File: src/rtl/bin2rns_32_31_21_5.sv
// Binary to RNS {32,31,21,5} forward converter: iterative end-around folding
// of three accumulators, then a small final correction, under valid/ready.
module bin2rns_32_31_21_5 #(
  parameter int DYN_SIZE = 17,
  parameter int M_PROD   = 104160,
  parameter int MAX_MOD  = 5
) (
  input  logic                clk,
  input  logic                reset,
  input  logic                in_valid,
  output logic                in_ready,
  input  logic [DYN_SIZE-1:0] n_in,
  output logic                out_valid,
  input  logic                out_ready,
  output logic [MAX_MOD-1:0]  x0,
  output logic [MAX_MOD-1:0]  x1,
  output logic [MAX_MOD-1:0]  x2,
  output logic [MAX_MOD-1:0]  x3,
  output logic                out_err
);
  localparam int          C31   = (DYN_SIZE + 4) / 5;
  localparam int          C21   = (DYN_SIZE + 5) / 6;
  localparam int          C5    = (DYN_SIZE + 3) / 4;
  localparam logic [31:0] MPROD = 32'(M_PROD);

  typedef enum logic [1:0] {IDLE, FOLD, CORR, DONE} state_t;

  state_t                state_q;
  logic [4:0]            r32_q;
  logic [DYN_SIZE-1:0]   a31_q, a21_q, a5_q;
  logic                  err_q;
  logic [MAX_MOD-1:0]    x0_q, x1_q, x2_q, x3_q;
  logic                  out_valid_q, out_err_q;

  logic [DYN_SIZE-1:0]   a31_d, a21_d, a5_d;
  logic [C31*5-1:0]      a31_x;
  logic [C21*6-1:0]      a21_x;
  logic [C5*4-1:0]       a5_x;
  logic                  ok31, ok21, ok5;
  logic [4:0]            x1_d, x2_d;
  logic [2:0]            x3_d;
  logic [5:0]            t21;
  logic [3:0]            t5;

  // Chunk sums: 2^5, 2^6, 2^4 are each congruent to 1 modulo 31, 21, 5.
  always_comb begin
    a31_x = (C31*5)'(a31_q);
    a21_x = (C21*6)'(a21_q);
    a5_x  = (C5*4)'(a5_q);
    a31_d = '0;
    a21_d = '0;
    a5_d  = '0;
    for (int i = 0; i < C31; i++) a31_d = a31_d + DYN_SIZE'(a31_x[i*5 +: 5]);
    for (int i = 0; i < C21; i++) a21_d = a21_d + DYN_SIZE'(a21_x[i*6 +: 6]);
    for (int i = 0; i < C5;  i++) a5_d  = a5_d  + DYN_SIZE'(a5_x[i*4 +: 4]);
  end

  assign ok31 = a31_q < DYN_SIZE'(32);
  assign ok21 = a21_q < DYN_SIZE'(64);
  assign ok5  = a5_q  < DYN_SIZE'(16);

  // a21 can settle at 63 (e.g. n=63 never folds), which is also 0 mod 21.
  always_comb begin
    t21  = a21_q[5:0];
    t5   = a5_q[3:0];
    x1_d = (a31_q[4:0] == 5'd31) ? 5'd0 : a31_q[4:0];
    if (t21 >= 6'd63)      x2_d = 5'(t21 - 6'd63);
    else if (t21 >= 6'd42) x2_d = 5'(t21 - 6'd42);
    else if (t21 >= 6'd21) x2_d = 5'(t21 - 6'd21);
    else                   x2_d = 5'(t21);
    if (t5 >= 4'd15)       x3_d = 3'(t5 - 4'd15);
    else if (t5 >= 4'd10)  x3_d = 3'(t5 - 4'd10);
    else if (t5 >= 4'd5)   x3_d = 3'(t5 - 4'd5);
    else                   x3_d = 3'(t5);
  end

  always_ff @(posedge clk or posedge reset) begin
    if (reset) begin
      state_q     <= IDLE;
      r32_q       <= '0;
      a31_q       <= '0;
      a21_q       <= '0;
      a5_q        <= '0;
      err_q       <= 1'b0;
      x0_q        <= '0;
      x1_q        <= '0;
      x2_q        <= '0;
      x3_q        <= '0;
      out_valid_q <= 1'b0;
      out_err_q   <= 1'b0;
    end else begin
      case (state_q)
        IDLE: if (in_valid) begin
          r32_q   <= n_in[4:0];
          a31_q   <= n_in;
          a21_q   <= n_in;
          a5_q    <= n_in;
          err_q   <= 32'(n_in) >= MPROD;
          state_q <= FOLD;
        end
        FOLD: if (ok31 && ok21 && ok5) begin
          state_q <= CORR;
        end else begin
          if (!ok31) a31_q <= a31_d;
          if (!ok21) a21_q <= a21_d;
          if (!ok5)  a5_q  <= a5_d;
        end
        CORR: begin
          x0_q        <= MAX_MOD'(r32_q);
          x1_q        <= MAX_MOD'(x1_d);
          x2_q        <= MAX_MOD'(x2_d);
          x3_q        <= MAX_MOD'(x3_d);
          out_err_q   <= err_q;
          out_valid_q <= 1'b1;
          state_q     <= DONE;
        end
        DONE: if (out_ready) begin
          out_valid_q <= 1'b0;
          state_q     <= IDLE;
        end
        default: state_q <= IDLE;
      endcase
    end
  end

  assign in_ready  = (state_q == IDLE);
  assign out_valid = out_valid_q;
  assign out_err   = out_err_q;
  assign x0        = x0_q;
  assign x1        = x1_q;
  assign x2        = x2_q;
  assign x3        = x3_q;
endmodule

File: config.mk
export PLATFORM = sky130hd
export DESIGN_NAME = bin2rns_32_31_21_5
export DESIGN_NICKNAME = d
export VERILOG_FILES = /design/src/rtl/bin2rns_32_31_21_5.sv
export SDC_FILE = /design/constraint.sdc
export NUM_CORES = 1
export LEC_CHECK = 0
export ABC_AREA = 1
export BUFFER_PORTS_ARGS = -buffer_cell sky130_fd_sc_hd__buf_2
export CAP_MARGIN = 20
export CELL_PAD_IN_SITES_DETAIL_PLACEMENT = 1
export CELL_PAD_IN_SITES_GLOBAL_PLACEMENT = 2
export CORE_MARGIN = 4
export CORE_UTILIZATION = 39
export CTS_CLUSTER_SIZE = 28
export DETAILED_ROUTE_END_ITERATION = 6
export GPL_TIMING_DRIVEN = 0
export PLACE_DENSITY_LB_ADDON = 0.05
export SYNTH_ARGS = -nofsm -noshare
export SYNTH_HDL_FRONTEND = slang
export SYNTH_SLANG_ARGS = --single-unit
export TNS_END_PERCENT = 10
File: constraint.sdc
create_clock -name clk -period 4.86 [get_ports clk]
set_input_delay 0.486 -clock clk [delete_from_list [all_inputs] [get_ports clk]]
set_output_delay 0.486 -clock clk [all_outputs]
set_load 0.02 [all_outputs]
======== Yosys cells after proc, flatten, opt, wreduce, memory -nomap -nowiden ========
Cells that the tools add are included.
word-level totals
  register bits ........................... 79
  bits of input ports ..................... 21
  output and inout bits ................... 23
cells by class
  add/sub/neg operators ................... 15
  reduce and logical (&&, ||, !) cells .... 11
  $lt $le $gt $ge ......................... 10
  multiplexer cells ....................... 23
  equality and inequality tests ........... 11
operators by type and width
  kind                                                  number
  two-way mux 17 bit                                    7
  one-hot mux 17 bit (2 select lines)                   3
  two-way mux 5 bit                                     4
  >= comparator 17 bit (second input constant)          1
  < comparator 17 x 5 -> 1 bit (second input constant)  1
  < comparator 17 x 6 -> 1 bit (second input constant)  1
  < comparator 17 x 7 -> 1 bit (second input constant)  1
  != test 2 bit (second input constant)                 7
  >= comparator 6 bit (second input constant)           2
  AND reduction 4 bit                                   3
  subtractor 5 bit (second input constant)              2
  two-way mux 3 bit                                     3
  adder 7 x 1 -> 8 bit                                  1
  adder 7 x 2 -> 8 bit                                  1
  adder 7 x 5 -> 8 bit                                  1
  >= comparator 4 bit (second input constant)           2
  one-hot mux 2 bit (4 select lines)                    1
  adder 6 x 4 -> 7 bit                                  1
  adder 6 x 5 -> 7 bit                                  1
  adder 6 x 6 -> 7 bit                                  1
  adder 5 x 4 -> 6 bit                                  1
  adder 5 x 5 -> 6 bit                                  1
  >= comparator 6 x 5 -> 1 bit (second input constant)  1
  two-way mux 2 bit                                     3
  15 further kinds                                      20

======== Depth between registers and ports, before layout ========
Gate-level depths: netlist of run 1.
  word-level depth ........................ 7
  depth in mapped cells ................... 13
  gate-level depth less buffers ........... 13

======== Worst setup path before layout of run 1 ========
No wires, ideal clock.
  path type ............................... reg2reg
  start point ............................. reg a31_q[1]
  end point ............................... reg a31_q[5]
  required time ........................... 4783 ps
  arrival time ............................ 2630 ps
  slack ................................... 2153 ps
  period minus slack after synthesis ...... 2707 ps
  stages on the path, launching flop included .. 13
  buffers on the path ..................... 0
  cells stage by stage .................... dfrtp_1 > inv_1 > fa_1 > fa_1 > inv_1 > ha_1 > fa_1 > nand2_1 > nand2_1 > a21oi_1 > xor2_1 > nand2_1 > a21oi_1
on the way
  word-level cells in the longest chain between the ends .. 6
ends and longest elaborated chain
  element                              line  text
  start, declared                      30    logic [DYN_SIZE-1:0] a31_q, a21_q, a5_q;
  start signal, assigned               95    a31_q <= n_in;
  adder 5 x 5 -> 6 bit                 53    for (int i = 0; i < C31; i++) a31_d = a31_d + DYN_SIZE'(a31_x[i*5 +: 5]);
  adder 6 x 5 -> 7 bit                 53
  adder 7 x 2 -> 8 bit                 53
  two-way mux 17 bit                   104   if (!ok31) a31_q <= a31_d;
  two-way mux 17 bit                   101   FOLD: if (ok31 && ok21 && ok5) begin
  one-hot mux 17 bit (2 select lines)  92    case (state_q)
Parallel ways exist; a longest one is shown, timed or not. The select of a mux whose other input is x is not followed.
A chain may end at the register's enable or synchronous reset.

======== Worst setup path after layout of run 1 ========
Same ends and word-level chain as after synthesis.

==> results of run 1 <==
## cell families (layout without fill, tap and decap cells)
group           Yosys count  count (layout)  share of synthesized area [%]
simple gates            271             271                          22.65
buf+inv                 104             161                          8.527
compound gates           96              96                          10.38
flops                    79              79                          40.21
fa+ha+maj                56              56                          17.61
xor+xnor                  3               3                         0.5346
other cells               1               2                        0.07628
## final cells by class
| cell class | instances | area [um2] | area share [%] |
|---|---|---|---|
| plain buffers | 17 | 90.09 | 1.582 |
| clock buffers | 11 | 232.7 | 4.088 |
| clock inverters | 4 | 95.09 | 1.670 |
| inverters | 87 | 331.6 | 5.824 |
| multi-input cells | 428 | 2524 | 44.33 |
| flip-flops and latches | 79 | 1977 | 34.73 |
| well taps | 168 | 210.2 | 3.692 |
| repair buffers | 42 | 232.7 | 4.088 |
## sequential cells by signal, indices dropped and copies added, names as in the netlist
name	count
err_q	1
a21_q	17
out_err	1
x1	5
x3	3
x0	5
r32_q	5
out_valid	1
a31_q	17
a5_q	17
state_q	2
x2	5
## cells in the final DEF (no fill, tap or decap), types with 2 or more instances in the layout
master       n
a21oi_1     22
a31oi_1      6
buf_2       47
buf_4        3
bufinv_16    3
clkbuf_1     9
clkbuf_16    9
conb_1       2
dfrtp_1     79
fa_1        22
ha_1        34
inv_1       84
inv_4        2
nand2_1    163
nand2_2      2
nand3_1     50
nand4_1      3
nor2_1      46
o21a_1       2
o21ai_0     45
o21ai_1     14
o21bai_1     3
or2_2        3
xnor2_1      2
## worst reg2reg max path, delay by kind of cell, from the launching register on
| kind | cells | cell delay (ns) |
|---|---|---|
| xor gates and xnor gates | 1 | 0.17 |
| AOI/OAI and AO/OA | 2 | 0.33 |
| and+or+nand+nor | 3 | 0.22 |
| buffers and inverters | 2 | 0.15 |
| adders and majority gates | 4 | 1.67 |
| DFF | 1 | 0.37 |
## through the flow
step	util, %	std cells	hold WS, ns	setup WS, ns
2_1_floorplan	-	611	0.4488	2.153
3_3_place_gp	43.87	820	0.4502	1.206
3_5_place_dp	44.12	821	0.4530	1.880
4_1_cts	46.81	836	0.1850	1.853
5_1_grt	46.81	836	0.1988	1.675
6_report	46.81	836	0.1643	1.874
## final timing paths
kind                                           start              endpoint  slack (ns)  depth (start not counted)
worst min-delay path                           reset     x2[1]$_DFFE_PP0P_        0.16                          2
worst max register to register  a31_q[1]$_DFFE_PP0P_  a31_q[5]$_DFFE_PP0P_        1.87                         12
min in group clk                             n_in[2]  r32_q[2]$_DFFE_PP0P_        0.37                          3
worst min register to register     x0[2]$_DFFE_PP0P_     x0[2]$_DFFE_PP0P_        0.46                          2
max in group asynchronous                      reset  a31_q[5]$_DFFE_PP0P_        4.10                          3
worst max-delay path            a31_q[1]$_DFFE_PP0P_  a31_q[5]$_DFFE_PP0P_        1.87                         12
## layer usage
layer | track usage [%] | up-vias | share of wire, %
met4 | 6.161 | 0 | 1.4
met1 | 28.64 | 2088 | 47
met2 | 35.93 | 64 | 48
met3 | 3.742 | 14 | 3.1
li1 | - | 2043 | -
met5 | 0 | - | 0
==> results.py, run 1 <==
metrics = {
    "clocking": {
        "post_cts_resized": 0,
        "cts_hold_buf": 0,
        "worstSkewPairLatency_ns": 0.35,
        "cts_max_level": 3,
        "clk_pin_slew_worst_paths_ns": 0.06,
        "clockBufferDepth": 2,
        "cts_setup_buffers": 0,
        "cts_buffers": 9,
        "clock_sinks": 79,
        "cts_root_buffer": "clkbuf_16",
        "cts_tree": "built",
    },
    "routing": {
        "drtIter0Drc": 254,
        "drc_errors": 0,
        "routed_wl_um": 14610,
        "wl_per_cell_um": 17.47,
        "drt_pass1_iterations": 4,
        "via_per_inst": 5.035,
        "drtAntennaViolNets": 0,
        "dr_total_vias": 4209,
    },
    "setup_path": {
        "cpMaxStageDelayCell": "fa_1",
        "cpPeakStageDelay_ns": 0.51,
        "critPathTopFamily": "adder cells",
        "required_ns": 5.13,
        "path_cells": "inv_1 -> fa_1 -> fa_1 -> inv_1 -> ha_1 -> fa_1 -> nand2_1 -> nand2_1 -> a21oi_1 -> xor2_1 -> nand2_1 -> a21oi_1",
        "crit_arrival_ns": 3.25,
        "worstSetupStartpointType": "flip-flop",
        "path_buf_inv": 2,
        "path_max_fanout": 3,
        "critPathKind": "flip-flop to flip-flop",
        "critPathCaptureType": "flip-flop",
    },
    "sta": {
        "fin_crit_sh_pct": 61.45,
        "finClkSkew_ns": 0.004934,
        "slew_headroom_pct": 55.16,
        "setup_viol": 0,
        "finalHoldViolCount": 0,
        "slew_viol_final": 0,
        "rsz0062_at_grt": "no",
        "tns_ns": 0,
        "fmax_mhz": 334.8,
        "period_needed_ns": 2.986,
        "worstMarginPinSlew_ns": 0.6727,
    },
    "placed_design": {
        "placed_area_mm2": 0.005365,
        "post-dp-hpwl_um": 11060,
        "io_buffer_count": 41,
        "gp_congestion": 0.8579,
    },
    "synthesis": {
        "synth_warnings": 0,
        "synthTopCellsByArea": "dfrtp_1 (40%), nand2_1 (12%), fa_1 (9.0%)",
        "synth_seq_cells": 79,
        "synth_area_mm2": 0.004916,
        "synth_edf_count": 0,
        "syn_avg_cell_area_um2": 8.059,
        "ys_async_sr_fraction_pct": 100.0,
        "synth_cell_types": 33,
        "synth.top_cells.by_count": "nand2_1 (163), inv_1 (85), dfrtp_1 (79)",
        "ys.flop_type": "dfrtp_1",
        "synthMostInstantiatedCell": "nand2_1",
        "yosys.area.top_type": "dfrtp_1",
        "synthCells": 610,
        "synth_top_area_share_pct": 40.21,
        "ys_seq_area_share_pct": 40.21,
    },
    "run_status": {
        "status": "complete, no violations",
    },
    "cells_and_area": {
        "synthToLayoutAreaGrowth_pct": 15.81,
        "final_cell_area_mm2": 0.005693,
        "num_antenna_cells": 0,
        "layout-drive-gt1-share_pct": 11.23,
        "nNetsFinal": 741,
        "fillers": 1543,
    },
    "floorplanning": {
        "die_y_um": 120.3,
        "ioPinCount": 44,
        "dieArea_mm2": 0.01446,
        "placementRows": 40,
        "start_util_pct": 40.42,
        "coreArea_mm2": 0.01216,
        "die_x_um": 120.3,
    },
    "grt": {
        "grt.total_usage_pct": 21.44,
        "grt.overflow.total": 0,
        "grt_pass1_vias": 4374,
        "antenna_found_initial": 0,
        "grt_pass1_wl_um": 23630,
        "grt_max_degree": 46,
    },
    "run": {
        "maxCapViolCount": 0,
    },
    "min_path": {
        "hp-class": "primary input to asynchronous set/reset pin",
    },
}
Power of run 1 is left out: the tool's default activity adds up to more than one toggle a clock period on the data nets, which glitch-free logic cannot reach.
==> inputs of run 2 (changes only) <==
- ABC_AREA: 1 -> 0
- clock period: 4.86 -> 2.8 ns (I/O delays scaled with it)
==> results.py, run 2 <==
metrics = {
    "grt": {
        "grt_pass1_wl_um": 22650,
        "grt_max_degree": 69,
        "grt_pass1_vias": 4067,
        "grt.overflow.total": 0,
        "grt.total_usage_pct": 20.77,
        "antenna_found_initial": 0,
    },
    "routing": {
        "drtIter0Drc": 249,
        "dr_total_vias": 3784,
        "routed_wl_um": 14070,
        "drc_errors": 0,
        "wl_per_cell_um": 19.56,
        "via_per_inst": 5.263,
        "drt_pass1_iterations": 4,
        "drtAntennaViolNets": 0,
    },
    "sta": {
        "worstMarginPinSlew_ns": 0.8552,
        "period_needed_ns": 2.788,
        "fmax_mhz": 358.7,
        "finalHoldViolCount": 0,
        "fin_crit_sh_pct": 99.57,
        "slew_headroom_pct": 42.98,
        "whs_ns": 0.1399,
        "slew_viol_final": 0,
        "rsz0062_at_grt": "yes",
        "setup_viol": 0,
        "finClkSkew_ns": 0.006234,
    },
    "floorplanning": {
        "ioPinCount": 44,
        "dieArea_mm2": 0.01437,
        "die_y_um": 119.9,
        "placementRows": 40,
        "coreArea_mm2": 0.01211,
        "die_x_um": 119.9,
        "start_util_pct": 40.30,
    },
    "clocking": {
        "clock_sinks": 79,
        "cts_tree": "built",
        "clockBufferDepth": 2,
        "clk_pin_slew_worst_paths_ns": 0.06,
        "cts_root_buffer": "clkbuf_16",
        "cts_max_level": 3,
        "worstSkewPairLatency_ns": 0.34,
        "cts_buffers": 9,
    },
    "synthesis": {
        "yosys.area.top_type": "dfrtp_1",
        "synth_seq_cells": 79,
        "ys.flop_type": "dfrtp_1",
        "synthMostInstantiatedCell": "dfrtp_1",
        "ys_seq_area_share_pct": 40.50,
        "ys_async_sr_fraction_pct": 100.0,
        "synth_area_mm2": 0.004881,
        "synthCells": 486,
        "synth_top_area_share_pct": 40.50,
        "synthTopCellsByArea": "dfrtp_1 (41%), fa_1 (9.0%), ha_1 (8.7%)",
        "synth_edf_count": 0,
        "synth_cell_types": 56,
        "syn_avg_cell_area_um2": 10.04,
        "synth.top_cells.by_count": "dfrtp_1 (79), inv_1 (66), nand2_1 (47)",
        "synth_warnings": 0,
    },
    "setup_path": {
        "r2r-start": "a31_q[1]$_DFFE_PP0P_",
        "r2r_slack_ns": 0.01,
        "crit_arrival_ns": 3.05,
        "required_ns": 3.06,
        "rr_worst_depth": 11,
        "path_max_fanout": 2,
        "reg2reg_to": "a31_q[5]$_DFFE_PP0P_",
        "critPathKind": "flip-flop to flip-flop",
        "critPathCaptureType": "flip-flop",
        "worstSetupStartpointType": "flip-flop",
    },
    "cells_and_area": {
        "fillers": 1407,
        "synthToLayoutAreaGrowth_pct": 17.38,
        "num_antenna_cells": 0,
        "top_regs": "a21_q: 17 flops, a31_q: 17 flops, a5_q: 17 flops",
        "layout_common_cells": "dfrtp_1 (76), inv_1 (60), buf_2 (52)",
        "layout-drive-gt1-share_pct": 21.23,
        "nNetsFinal": 623,
        "layout_commonest_cell": "dfrtp_1",
        "postLayoutCoreUtil_pct": 47.30,
    },
    "placed_design": {
        "io_buffer_count": 41,
        "post-dp-hpwl_um": 10640,
        "gp_congestion": 0.7806,
    },
    "run": {
        "maxCapViolCount": 0,
    },
    "run_status": {
        "status": "complete, no violations",
    },
    "min_path": {
        "hp-class": "primary input to flip-flop",
        "holdPathStages": 2,
        "worstHoldEndpoint": "out_valid$_DFFE_PP0P_",
        "min_from": "out_ready",
    },
}
## run 2: metrics by stage
| step | std cells | setup TNS, ns | setup slack (ns) | area [um2] |
|---|---|---|---|---|
| CTS | 716 | -0.07322 | -0.07322 | 5692 |
| global placement | 696 | -54.31 | -0.6900 | 5300 |
| floorplan | 487 | 0 | 0.03239 | 4885 |
| finish | 719 | 0 | 0.01212 | 5729 |
| detailed placement | 697 | -0.4847 | -0.2088 | 5330 |
| global route | 719 | -0.2066 | -0.09801 | 5729 |
## run 2: how the worst max path moves through the flow
| stage | startpoint | end | depth (start not counted) |
|---|---|---|---|
| floorplan | a31_q[1]$_DFFE_PP0P_ | a31_q[5]$_DFFE_PP0P_ | 11 |
| global placement | reset | x3[1]$_DFFE_PP0P_ | 2 |
| detailed placement | a31_q[1]$_DFFE_PP0P_ | a31_q[5]$_DFFE_PP0P_ | 11 |
| CTS | a31_q[11]$_DFFE_PP0P_ | a31_q[5]$_DFFE_PP0P_ | 11 |
| global route | a31_q[1]$_DFFE_PP0P_ | a31_q[5]$_DFFE_PP0P_ | 11 |
| finish | a31_q[1]$_DFFE_PP0P_ | a31_q[5]$_DFFE_PP0P_ | 11 |
## run 2: timing repair
item | CTS | global route
hold buffers | 1 | 0
setup endpoints to repair | 5 | 8
endpoints found under the hold margin | 11 | 0
resized for setup | 9 | 10
buffers inserted | 2 | 3
pin swaps | 1 | 10
## run 2: critical path: stages, from the launching register on
cell and delay [ns]:
dfrtp_1 0.37, inv_2 0.06, fa_1 0.49, fa_1 0.50, inv_1 0.04, ha_2 0.20
fa_2 0.37, a21o_1 0.18, a21oi_2 0.14, xnor2_1 0.13, a21oi_1 0.08, o21ai_1 0.16
## run 2: final cells by class
class / instances / area, um2 / share of cell area, %
Multi-Input combinational cell: 321 / 2587 / 45.16
Sequential cell: 79 / 1981 / 34.57
Timing Repair Buffer: 48 / 280.3 / 4.892
Inverter: 67 / 254.0 / 4.433
Clock buffer: 10 / 229.0 / 3.997
Tap cell: 168 / 210.2 / 3.669
Buffer: 20 / 103.9 / 1.813
Clock inverter: 6 / 83.83 / 1.463
## run 2: cell families after synthesis
logic type | Yosys count | synth area share, %
buf+inv | 87 | 7.280
xor+xnor | 9 | 1.615
fa+ha+maj | 56 | 17.74
compound gates | 132 | 18.10
flops | 79 | 40.50
mux | 17 | 3.871
other cells | 1 | 0.07683
simple gates | 105 | 10.82
## run 2: layer usage
| layer | share of wire [%] | GRT usage, % | up-vias |
|---|---|---|---|
| li1 | - | - | 1796 |
| met4 | 1.7 | 6.228 | 0 |
| met1 | 47 | 27.84 | 1907 |
| met3 | 3.2 | 3.959 | 16 |
| met2 | 49 | 34.29 | 65 |
| met5 | 0 | 0 | - |
Power of run 2 is left out for the same reason.
==> inputs of run 3 (changes only) <==
- PLACE_DENSITY: unset -> 0.86
- PLACE_DENSITY_LB_ADDON: 0.05 -> unset
==> results.py, run 3 (synthesis results as in run 2) <==
metrics = {
    "run_status": {
        "status": "complete, no violations",
    },
    "clocking": {
        "worstSkewPairLatency_ns": 0.35,
        "clockBufferDepth": 2,
        "cts_max_level": 3,
        "cts_buffers": 9,
        "cts_tree": "built",
        "clock_sinks": 79,
        "clk_pin_slew_worst_paths_ns": 0.06,
        "cts_root_buffer": "clkbuf_16",
    },
    "grt": {
        "grt.total_usage_pct": 20.22,
        "grt_pass1_wl_um": 22300,
        "grt.overflow.total": 0,
        "grt_pass1_vias": 4133,
        "grt_max_degree": 71,
        "antenna_found_initial": 0,
    },
    "routing": {
        "via_per_inst": 5.364,
        "wl_per_cell_um": 19.07,
        "dr_total_vias": 3851,
        "drtAntennaViolNets": 0,
        "drc_errors": 0,
        "routed_wl_um": 13690,
        "drtIter0Drc": 213,
        "drt_pass1_iterations": 4,
    },
    "cells_and_area": {
        "layout_common_cells": "dfrtp_1 (79), inv_1 (60), buf_2 (52)",
        "layout_commonest_cell": "dfrtp_1",
        "nNetsFinal": 622,
        "fin_cells": 718,
        "num_antenna_cells": 0,
        "synthToLayoutAreaGrowth_pct": 17.05,
        "top_regs": "a21_q: 17 flops, a31_q: 17 flops, a5_q: 17 flops",
        "fillers": 1395,
        "layout-drive-gt1-share_pct": 19.64,
    },
    "floorplanning": {
        "die_x_um": 119.9,
        "start_util_pct": 40.30,
        "placementRows": 40,
        "coreArea_mm2": 0.01211,
        "die_y_um": 119.9,
        "ioPinCount": 44,
        "dieArea_mm2": 0.01437,
    },
    "setup_path": {
        "critPathKind": "flip-flop to flip-flop",
        "crit_arrival_ns": 3.02,
        "worstSetupStartpointType": "flip-flop",
        "crit_path_start": "a31_q[11]$_DFFE_PP0P_",
        "cpPeakStageDelay_ns": 0.49,
        "crit_path_frequent_cell": "fa_1",
        "critPathCaptureType": "flip-flop",
        "path_cells": "inv_2 -> fa_1 -> fa_1 -> inv_1 -> ha_2 -> fa_2 -> a21o_1 -> a21oi_2 -> xnor2_1 -> a21oi_1 -> o21ai_1",
        "r2r-start": "a31_q[11]$_DFFE_PP0P_",
        "required_ns": 3.07,
        "path_max_fanout": 2,
        "rr_worst_depth": 11,
        "cpMaxStageDelayCell": "fa_1",
    },
    "min_path": {
        "min_from": "out_ready",
        "hp-class": "primary input to flip-flop",
        "holdPathStages": 2,
    },
    "sta": {
        "period_needed_ns": 2.746,
        "setup_viol": 0,
        "fmax_mhz": 364.2,
        "slew_headroom_pct": 48.01,
        "worstMarginPinSlew_ns": 0.7798,
        "finClkSkew_ns": 0.007649,
        "rsz0062_at_grt": "yes",
        "fin_crit_sh_pct": 98.07,
        "finalHoldViolCount": 0,
        "slew_viol_final": 0,
    },
    "placed_design": {
        "gp_congestion": 0.8433,
        "io_buffer_count": 41,
        "post-dp-hpwl_um": 10310,
        "dp.cells": 697,
    },
    "run": {
        "maxCapViolCount": 0,
    },
}
run 3: cell count changes in the layout (fill, tap and decap cells not counted), sizes merged:
cell and delta:
buf -1, clkbuf +2, clkinv -2
run 3: what timing repair did:
item / 4_1_cts / 5_1_grt
pin swaps: 2 / 9
hold buffers: 1 / 0
buffers inserted: 2 / 2
resized for setup: 9 / 4
setup endpoints to repair: 4 / 6
endpoints found under the hold margin: 9 / 0
run 3: through the flow:
step           cell area, um2  hold slack (ns)  utilization [%]  setup WS [ns]  setup TNS (ns)
4_1_cts                  5698           0.1283            47.05       -0.02769        -0.05211
3_5_place_dp             5330           0.2080            44.01        -0.1479         -0.3693
2_1_floorplan            4885           0.3700                -        0.03239               0
6_report                 5713           0.1411            47.17        0.05391               0
3_3_place_gp             5300           0.4689            43.76        -0.5306          -41.58
5_1_grt                  5713           0.1437            47.17        -0.1060         -0.2508
run 3: per-layer routing:
layer  vias to the layer above  track usage [%]  wire (um)
met5                         -                0          0
met4                         0            6.729        318
met3                        18            4.477        680
met2                        95            32.73       6576
met1                      1937            26.98       6114
li1                       1801                -          -
run 3: layout make-up:
type / count / area [um2] / share of cell area, %
plain buffers: 20 / 103.9 / 1.818
clock buffers: 12 / 246.5 / 4.314
clock inverters: 4 / 77.57 / 1.358
inverters: 67 / 254.0 / 4.446
multi-input cells: 321 / 2571 / 45.01
flip-flops and latches: 79 / 1977 / 34.60
well taps: 168 / 210.2 / 3.679
repair buffers: 47 / 272.8 / 4.774
run 3: worst paths after layout:
check / to / slack, ns
max in group asynchronous: x2[1]$_DFFE_PP0P_ / 1.81
min: out_valid$_DFFE_PP0P_ / 0.14
min reg2reg: err_q$_DFFE_PP0P_ / 0.50
max reg2reg: a31_q[5]$_DFFE_PP0P_ / 0.05
min in group asynchronous: r32_q[0]$_DFFE_PP0P_ / 0.39
max: a31_q[5]$_DFFE_PP0P_ / 0.05
run 3: critical path, delay by kind of cell, from the launching register on:
kind	cells	cell delay, ns
compound gates	4	0.54
xor+xnor	1	0.13
fa+ha+maj	4	1.51
buf+inv	2	0.09
flops	1	0.39
Power of run 3 is left out for the same reason.
